===== config.mk =====
export PLATFORM = sky130hd
export DESIGN_NAME = memory_scan_arbiter
export DESIGN_NICKNAME = d
export VERILOG_FILES = /design/src/rtl/memory_scan_arbiter_pkg.sv /design/src/rtl/memory_scan_arbiter_rr_priority_select.sv /design/src/rtl/memory_scan_arbiter.sv
export SDC_FILE = /design/constraint.sdc
export NUM_CORES = 1
export LEC_CHECK = 0
export ABC_AREA = 1
export ABC_CLOCK_PERIOD_IN_PS = 6050
export CORE_UTILIZATION = 50
export CTS_CLUSTER_SIZE = 28
export DETAILED_ROUTE_END_ITERATION = 10
export DONT_BUFFER_PORTS = 1
export GPL_ROUTABILITY_DRIVEN = 0
export GPL_TIMING_DRIVEN = 1
export PLACE_DENSITY_LB_ADDON = 0.25
export SYNTH_ARGS = -nofsm -noshare
export SYNTH_HDL_FRONTEND = slang
export SYNTH_HIERARCHICAL = 1
export SYNTH_SLANG_ARGS = --single-unit

===== constraint.sdc =====
create_clock -name clk_i -period 6.05 [get_ports clk_i]
set_input_delay 1.815 -clock clk_i [delete_from_list [all_inputs] [get_ports clk_i]]
set_output_delay 1.815 -clock clk_i [all_outputs]
set_load 0.03 [all_outputs]

===== src/rtl/memory_scan_arbiter_pkg.sv =====
// Shared sizing helpers and parameter legality for the memory scan arbiter.
package memory_scan_arbiter_pkg;

  localparam int MIN_PORTS = 2;
  localparam int MAX_PORTS = 8;
  localparam int MAX_BURST = 15;

  // Pointer width; never zero so a 2-port build still has a 1-bit pointer.
  function automatic int ptr_w(input int n);
    return (n <= 2) ? 1 : $clog2(n);
  endfunction

  function automatic int cnt_w(input int b);
    return (b <= 1) ? 1 : $clog2(b + 1);
  endfunction

  function automatic bit params_ok(input int n, input int b);
    return (n >= MIN_PORTS) && (n <= MAX_PORTS) && (b >= 1) && (b <= MAX_BURST);
  endfunction

endpackage


===== src/rtl/memory_scan_arbiter_rr_priority_select.sv =====
// Rotating priority encoder: first requester at or after the pointer, cyclically.
module rr_priority_select
  import memory_scan_arbiter_pkg::*;
#(
  parameter int NUM_PORTS = 4,
  parameter int PTR_W     = ptr_w(NUM_PORTS)
) (
  input  logic [NUM_PORTS-1:0] i_req,
  input  logic [PTR_W-1:0]     i_ptr,
  output logic [NUM_PORTS-1:0] o_gnt,
  output logic [PTR_W-1:0]     o_idx,
  output logic                 o_vld
);

  always_comb begin
    int j;
    j     = 0;
    o_gnt = '0;
    o_idx = '0;
    o_vld = 1'b0;
    for (int i = 0; i < NUM_PORTS; i++) begin
      j = int'(i_ptr) + i;
      if (j >= NUM_PORTS) j = j - NUM_PORTS;
      if (!o_vld && i_req[j]) begin
        o_vld    = 1'b1;
        o_gnt[j] = 1'b1;
        o_idx    = PTR_W'(j);
      end
    end
  end

endmodule


===== src/rtl/memory_scan_arbiter.sv =====
// Round-robin, burst-bounded arbiter sharing one 1-cycle-latency memory read
// port between NUM_PORTS scanners; read data returns with a per-port valid.
module memory_scan_arbiter
  import memory_scan_arbiter_pkg::*;
#(
  parameter int DATA_W    = 32,
  parameter int ADDR_W    = 10,
  parameter int NUM_PORTS = 4,
  parameter int BURST_MAX = 4
) (
  input  logic                        clk_i,
  input  logic                        rst_i,
  input  logic                        clear_i,
  input  logic [NUM_PORTS-1:0]        req_i,
  input  logic [NUM_PORTS*ADDR_W-1:0] addr_i,
  output logic [NUM_PORTS-1:0]        gnt_o,
  output logic [NUM_PORTS-1:0]        rvalid_o,
  output logic [DATA_W-1:0]           rdata_o,
  output logic [ADDR_W-1:0]           mem_addr_o,
  output logic                        mem_en_o,
  input  logic [DATA_W-1:0]           mem_data_i,
  output logic                        busy_o
);

  localparam int PTR_W = ptr_w(NUM_PORTS);
  localparam int CNT_W = cnt_w(BURST_MAX);

  if (!params_ok(NUM_PORTS, BURST_MAX)) begin : g_param_check
    $error("memory_scan_arbiter: NUM_PORTS must be 2..8 and BURST_MAX 1..15");
  end

  logic [PTR_W-1:0]     r_ptr;
  logic [CNT_W-1:0]     r_cnt;
  logic [NUM_PORTS-1:0] r_last;
  logic [NUM_PORTS-1:0] r_rvalid;

  logic [NUM_PORTS-1:0] w_req;
  logic [NUM_PORTS-1:0] w_gnt;
  logic [PTR_W-1:0]     w_idx;
  logic                 w_vld;
  logic [ADDR_W-1:0]    w_addr;
  logic                 w_cont;
  logic [CNT_W-1:0]     w_cnt_nxt;
  logic                 w_burst_more;
  logic [PTR_W-1:0]     w_ptr_inc;

  // Reset and clear both mask the grant without waiting for a clock edge.
  assign w_req = (rst_i || clear_i) ? '0 : req_i;

  rr_priority_select #(
    .NUM_PORTS (NUM_PORTS),
    .PTR_W     (PTR_W)
  ) u_sel (
    .i_req (w_req),
    .i_ptr (r_ptr),
    .o_gnt (w_gnt),
    .o_idx (w_idx),
    .o_vld (w_vld)
  );

  always_comb begin
    w_addr = '0;
    for (int k = 0; k < NUM_PORTS; k++)
      if (w_gnt[k]) w_addr = addr_i[k*ADDR_W +: ADDR_W];
  end

  // r_cnt is the position of the previous grant within its burst; r_last is
  // cleared when a burst ends so a repeat grant to that port starts fresh.
  assign w_cont       = (w_gnt == r_last);
  assign w_cnt_nxt    = w_cont ? r_cnt + 1'b1 : '0;
  assign w_burst_more = ({1'b0, w_cnt_nxt} + (CNT_W+1)'(1)) < (CNT_W+1)'(BURST_MAX);
  assign w_ptr_inc    = (w_idx == PTR_W'(NUM_PORTS - 1)) ? '0 : w_idx + 1'b1;

  always_ff @(posedge clk_i or posedge rst_i) begin
    if (rst_i) begin
      r_ptr    <= '0;
      r_cnt    <= '0;
      r_last   <= '0;
      r_rvalid <= '0;
    end else if (clear_i) begin
      r_ptr    <= '0;
      r_cnt    <= '0;
      r_last   <= '0;
      r_rvalid <= '0;
    end else begin
      r_rvalid <= w_gnt;
      if (w_vld) begin
        if (w_burst_more) begin
          r_ptr  <= w_idx;
          r_cnt  <= w_cnt_nxt;
          r_last <= w_gnt;
        end else begin
          r_ptr  <= w_ptr_inc;
          r_cnt  <= '0;
          r_last <= '0;
        end
      end else begin
        r_cnt  <= '0;
        r_last <= '0;
      end
    end
  end

  assign gnt_o      = w_gnt;
  assign mem_en_o   = w_vld;
  assign mem_addr_o = w_addr;
  // A read issued just before a clear is dropped in the clear cycle itself.
  assign rvalid_o   = r_rvalid & {NUM_PORTS{~clear_i}};
  assign rdata_o    = mem_data_i;
  assign busy_o     = (|req_i) | (|rvalid_o);

endmodule

==> results.sh, run 1 <==
export IMPL_status="complete, no violations"
export IMPL_synthFlopType="dfrtp_1"
export IMPL_numCtsBuffers=3
export IMPL_avgRoutedWirePerCell_um=13.74
export IMPL_path_depth=17
export IMPL_hold_viol=0
export IMPL_post_cts_setup_buffer_count=0
export IMPL_antenna_found_initial=0
export IMPL_worstSetupStartpointType="primary input"
export IMPL_n_antenna_cell=0
export IMPL_slew_headroom=0.5529
export IMPL_die_x_um=60.60
export IMPL_total_power_uw=1040
export IMPL_cts_sinks=13
export IMPL_p_per_area_nw_per_um2=614.6
export IMPL_hold_depth=1
export IMPL_post_drt_via_cell_ratio=5.244
export IMPL_timing_rr_end="r_last[3]$_DFF_PP0_"
export IMPL_finalCritPeriodShare=0.9618
export IMPL_grt_max_degree=24
export IMPL_nets=349
export IMPL_postCtsHoldBufs=0
export IMPL_ys_types=24
export IMPL_layout_commonest_cell="nand2_1"
export IMPL_max_freq_mhz=171.9
export IMPL_cp_arrival_ns=4.00
export IMPL_hold_path_class="reg -> reg"
export IMPL_yosys_warnings=6
export IMPL_num_fill_cells=330
export IMPL_async_flop_share=1.000
export IMPL_ys_seq_area_frac=0.1895
export IMPL_worst_ir_drop_vdd_uv=223.6
export IMPL_overflow=0
export IMPL_cts_root_buf="clkbuf_4"
export IMPL_drt_iter0_markers=94
export IMPL_crit_family="simple AND/OR/NAND/NOR gates"
export IMPL_synth_area_um2=1717
export IMPL_clk_pin_slew_ns=0.07
export IMPL_drtPass1Iterations=5
export IMPL_row_count=20
export IMPL_htree_num_levels=1
export IMPL_hpwl_um=3253
export IMPL_final_util=0.5369
export IMPL_worst_path_max_delay_cell="or2_2"
export IMPL_synth_edf_count=0
export IMPL_ys_ff_latch=13
export IMPL_final_cells=303
export IMPL_drt_total_wl_um=4164
export IMPL_vias=1589
export IMPL_dieArea_um2=3672
export IMPL_start_util=0.5444
export IMPL_layout_min_cycle_time_ns=5.819
export IMPL_critPathMostFrequentCell="nand2_1"
export IMPL_layout_common_cells="74 x nand2_1, 33 x inv_1, 17 x a21oi_1, 17 x nand3_1, 16 x buf_4"
export IMPL_tightest_slew_ns=0.6682
export IMPL_hp_start="r_cnt[0]$_DFF_PP0_"
export IMPL_cp_end_kind="output port"
export IMPL_syn_area_per_cell_um2=6.197
export IMPL_worstHoldEndpoint="r_cnt[0]$_DFF_PP0_"
export IMPL_rsz0062_at_grt="false"
export IMPL_die_h_um=60.60
export IMPL_r2r_start="r_ptr[0]$_DFFE_PP0P_"
export IMPL_clk_insertion_delay_late_ns=0.27
export IMPL_grtUsageTotal=0.2161
export IMPL_r2r_setup_slack_ns=2.76
export IMPL_final_max_slew_viol_count=0
export IMPL_clock_skew_ns=0.007913
export IMPL_clk_path_buf_depth=2
export IMPL_netlist_instances=277
export IMPL_grt_pass1_vias=1330
export IMPL_drive_gt1_frac=0.2008
export IMPL_cp_num_buf_inv=4
export IMPL_slowest_delay_ns=0.31
export IMPL_grt_pass1_wl_um=5927
export IMPL_io_buffers=0
export IMPL_crit_fanout=11
export IMPL_drv_cap=0
export IMPL_whs_ns=0.4828
export IMPL_setup_viol=0
export IMPL_r2r_cells=18
export IMPL_path_cells="or2_2 > nor2_1 > inv_1 > nand2_1 > nand2_1 > nand2_1 > nand2_1 > inv_2 > nand3_1 > nand3_1 > inv_1 > nor2_2 > nand2_1 > nand2_1 > o21ai_0 > o21ai_2 > buf_4"
export IMPL_p_leak_uw=0.0008926
export IMPL_seq_area_um2=325.3
export IMPL_syn_to_final_growth_pct=-1.385
export IMPL_path_class="in -> out"
export IMPL_critPathRequiredTime_ns=4.24
export IMPL_synth_fp_nets=366
export IMPL_antenna_left=0
export IMPL_multi_input_area_um2=1023
export IMPL_ioPinCount=131
export IMPL_drc=0
export IMPL_dp_cells=298
export IMPL_cts_tree="done"
export IMPL_fp_coreArea_um2=3153
export IMPL_fin_tns_setup_ns=0
[sequential cells by signal, summed over array words and instances (netlist names)]
| name | count |
|---|---|
| r_rvalid | 4 |
| r_ptr | 2 |
| r_last | 4 |
| r_cnt | 3 |
[worst reg2reg max path: stages, from the launching register on]
cell	delay [ns]
dfrtp_1	0.59
inv_2	0.21
ha_1	0.41
inv_1	0.11
nand3_1	0.09
nand2_1	0.05
nor2_1	0.32
a21oi_1	0.15
nand3_1	0.11
buf_4	0.35
inv_1	0.12
nand2_1	0.07
nand2_1	0.06
nor2_2	0.17
nand3_2	0.11
nand2_1	0.09
inv_2	0.08
nand2_1	0.07
inv_1	0.04
[layout make-up]
type / count / area share
Multi-Input combinational cell: 188 / 0.6046
Sequential cell: 13 / 0.1922
Timing Repair Buffer: 16 / 0.07095
Tap cell: 44 / 0.03252
Clock buffer: 4 / 0.01552
Inverter: 38 / 0.08426
[logic make-up after synthesis]
kind of cell	share of synthesized area
simple gates	0.3644
buf+inv	0.2456
compound gates	0.1254
flops	0.1895
fa+ha+maj	0.07289
other cells	0.002184
[Yosys cell counts (all sizes together), types with 4 or more instances]
library cell,count,area [µm²]
dfrtp,13,325.3
nand4,9,56.30
nand3,21,120.1
o21ai,20,100.1
a21oi,17,85.08
inv,38,142.6
ha,10,125.1
buf,37,271.5
nor2,19,91.33
nand2,80,315.3
a21boi,4,30.03
[report_power, final]
part           switching (µW)  internal [µW]  total (µW)
logic                     576            290         866
clock network            27.6           25.5        53.2
registers                16.4            105         121
[metrics by stage]
step	setup WS, ns	cell area [µm²]
after floorplan	0.07958	1764
after global placement	0.3185	1660
after detailed placement	0.2602	1660
after CTS	0.2503	1687
after global routing	0.01573	1693
final	0.2310	1693
[worst max path at each step]
| stage | slack [ns] | to | from |
|---|---|---|---|
| global route | 0.02 | mem_addr_o[5] | clear_i |
| detailed placement | 0.26 | mem_addr_o[4] | clear_i |
| CTS | 0.25 | mem_addr_o[4] | clear_i |
| global placement | 0.32 | mem_addr_o[1] | clear_i |
| floorplan | 0.08 | mem_addr_o[0] | clear_i |
| finish | 0.23 | mem_addr_o[2] | clear_i |
[routing by layer]
| layer | GRT usage | vias to the layer above | routed length [µm] |
|---|---|---|---|
| met5 | 0 | - | 0 |
| met4 | 0.06818 | 0 | 42 |
| li1 | - | 820 | - |
| met3 | 0.02985 | 9 | 317 |
| met1 | 0.2765 | 692 | 1731 |
| met2 | 0.3768 | 68 | 2074 |
[what timing repair did]
action / CTS / global route
hold endpoints to repair: 0 / 0
endpoints found under the setup margin: 0 / 10
gates resized for setup: 0 / 1
Note: power is estimated with default switching activity, not from simulation.
==> run 2: changes to the inputs <==
--- a/config.mk
+++ b/config.mk
@@ -7,10 +7,11 @@
 export LEC_CHECK = 0
 export ABC_AREA = 1
 export ABC_CLOCK_PERIOD_IN_PS = 6050
-export CORE_UTILIZATION = 50
+export CELL_PAD_IN_SITES_DETAIL_PLACEMENT = 1
+export CELL_PAD_IN_SITES_GLOBAL_PLACEMENT = 1
+export CORE_UTILIZATION = 21
 export CTS_CLUSTER_SIZE = 28
 export DETAILED_ROUTE_END_ITERATION = 10
-export DONT_BUFFER_PORTS = 1
 export GPL_ROUTABILITY_DRIVEN = 0
 export GPL_TIMING_DRIVEN = 1
 export PLACE_DENSITY_LB_ADDON = 0.25
==> run 2 against run 1 <==
Net effect:
- register-to-register slack improved by 0.11 ns
- via count increased by 17%
- clock skew fell by 0.0052 ns
- setup slack lost 0.0082 ns
- sequential cell count stayed put
- total power rose by 30%
- utilization shrank 20 points
- critical path type unchanged
- critical endpoint is now mem_addr_o[6]
==> results.sh, run 2 (same netlist as run 1, synthesis figures left out) <==
export IMPL_status="complete, no violations"
export IMPL_tightest_slew_ns=0.5170
export IMPL_hold_depth=1
export IMPL_drt_total_wl_um=5470
export IMPL_r2r_cells=20
export IMPL_grtUsageTotal=0.1264
export IMPL_io_buffers=66
export IMPL_fp_coreArea_um2=7807
export IMPL_dp_slack_ns=-0.1856
export IMPL_setup_viol=0
export IMPL_drt_iter0_markers=38
export IMPL_post_drt_via_cell_ratio=4.322
export IMPL_path_class="in -> out"
export IMPL_clk_insertion_delay_late_ns=0.24
export IMPL_drtPass1Iterations=4
export IMPL_drive_gt1_frac=0.2939
export IMPL_syn_to_final_growth_pct=54.23
export IMPL_layout_commonest_cell="nand2_1"
export IMPL_clock_skew_ns=0.002747
export IMPL_dieArea_um2=8540
export IMPL_numCtsBuffers=3
export IMPL_ioPinCount=131
export IMPL_final_max_slew_viol_count=0
export IMPL_htree_num_levels=1
export IMPL_crit_fanout=6
export IMPL_finalCritPeriodShare=0.9632
export IMPL_grt_max_degree=24
export IMPL_antenna_left=0
export IMPL_vias=1867
export IMPL_drc=0
export IMPL_nets=420
export IMPL_final_util=0.3391
export IMPL_postCtsHoldBufs=0
export IMPL_cts_sinks=13
export IMPL_reg_largest_list="r_last: 4 flops, r_rvalid: 4 flops, r_cnt: 3 flops"
export IMPL_cp_arrival_ns=4.01
export IMPL_die_h_um=92.41
export IMPL_antenna_found_initial=0
export IMPL_pwr_share_clk=0.057
export IMPL_hold_path_class="reg -> reg"
export IMPL_cts_tree="done"
export IMPL_grt_pass1_vias=1917
export IMPL_cts_root_buf="clkbuf_8"
export IMPL_hold_viol=0
export IMPL_worst_ir_drop_vdd_uv=176.9
export IMPL_avgRoutedWirePerCell_um=12.66
export IMPL_max_freq_mhz=171.6
export IMPL_clk_path_buf_depth=2
export IMPL_grt_pass1_wl_um=8859
export IMPL_worstSetupStartpointType="primary input"
export IMPL_layout_min_cycle_time_ns=5.827
export IMPL_clk_pin_slew_ns=0.05
export IMPL_swShare=0.5359
export IMPL_p_sw_uw=724.1
export IMPL_die_x_um=92.41
export IMPL_layout_common_cells="71 x nand2_1, 49 x clkdlybuf4s50_1, 32 x inv_1"
export IMPL_p_leak_uw=0.001259
export IMPL_start_util=0.2199
export IMPL_rsz0062_at_grt="false"
export IMPL_slew_headroom=0.6549
export IMPL_cp_end_kind="output port"
export IMPL_overflow=0
export IMPL_p_comb_frac=0.853
export IMPL_internal_power_uw=627.0
export IMPL_row_count=32
export IMPL_hpwl_um=4278
export IMPL_critPathRequiredTime_ns=4.24
export IMPL_n_antenna_cell=0
export IMPL_drv_cap=0
export IMPL_p_per_area_nw_per_um2=510.3
export IMPL_pwr_share_seq=0.091
export IMPL_setup_slack_ns=0.2228
==> run 2: cell count changes in the layout (fill, tap and decap cells not counted), moves of 7 or more <==
cell	before	now
buf_4	16	26
buf_6	0	7
clkdlybuf4s50_1	0	49
o21ai_0	10	0
o21ai_2	10	19
==> run 2: worst max-delay path: stages <==
cell             delay [ns]
clkdlybuf4s50_1        0.47
inv_1                  0.07
nor2_4                 0.11
inv_1                  0.04
nand2_1                0.09
nand3_2                0.11
nand2_2                0.12
buf_6                  0.11
nor2_4                 0.04
buf_4                  0.15
nand3_1                0.08
nand3_2                0.12
clkbuf_16              0.20
a21oi_2                0.10
nand2_1                0.09
o21ai_2                0.07
o21ai_2                0.06
buf_4                  0.16
==> run 2: metrics by stage <==
stage / hold WS (ns) / instance area (µm²) / power, µW / setup TNS [ns] / cells
2_1_floorplan: 0.4405 / 1764 / 805.7 / 0 / 277
3_3_place_gp: 0.4630 / 2389 / 1121 / -1.383 / 423
3_5_place_dp: 0.4748 / 2389 / 1132 / -1.675 / 423
4_1_cts: 0.4844 / 2497 / 1254 / 0 / 429
5_1_grt: 0.5246 / 2648 / 1468 / 0 / 432
6_report: 0.4751 / 2648 / 1351 / 0 / 432
==> run 2: final timing paths <==
kind / from / to / slack, ns
setup / recovery: req_i[3] / mem_addr_o[6] / 0.22
hold / removal: r_cnt[0]$_DFF_PP0_ / r_cnt[0]$_DFF_PP0_ / 0.48
setup reg to reg: r_ptr[0]$_DFFE_PP0P_ / r_last[3]$_DFF_PP0_ / 2.87
hold reg to reg: r_cnt[0]$_DFF_PP0_ / r_cnt[0]$_DFF_PP0_ / 0.48
max in group asynchronous: rst_i / r_last[0]$_DFF_PP0_ / 4.06
min in group asynchronous: rst_i / r_ptr[0]$_DFFE_PP0P_ / 1.64
==> run 2: cell type report <==
cell class                 instances  area [µm²]
timing repair buffer              87       854.6
multi-input combinational        188        1140
inverter                          38       155.1
clock buffer                       4       45.04
sequential                        13       325.3
fill                             970        5160
tap                              102       127.6
==> run 2: timing repair <==
| action | CTS | global route |
|---|---|---|
| pin swaps | 4 | 10 |
| gates cloned | 1 | 1 |
| gates resized for setup | 20 | 39 |
| endpoints found under the setup margin | 10 | 10 |
| endpoints found under the hold margin | 0 | 0 |
| buffers inserted | 1 | 2 |
==> run 2: power by group through the flow <==
stage | clock network, µW | registers [µW] | logic (µW)
2_1_floorplan | 0 | 118 | 687
5_1_grt | 84.8 | 126 | 1260
4_1_cts | 81.3 | 123 | 1050
3_5_place_dp | 0 | 124 | 1010
6_report | 76.7 | 122 | 1150
3_3_place_gp | 0 | 124 | 997
==> run 2: layer usage <==
layer | share of wire | track usage | up-vias
met5 | 0 | 0 | -
met3 | 0.036 | 0.01149 | 10
met4 | 0.016 | 0.03385 | 0
met2 | 0.51 | 0.2259 | 30
li1 | - | - | 962
met1 | 0.44 | 0.1610 | 865
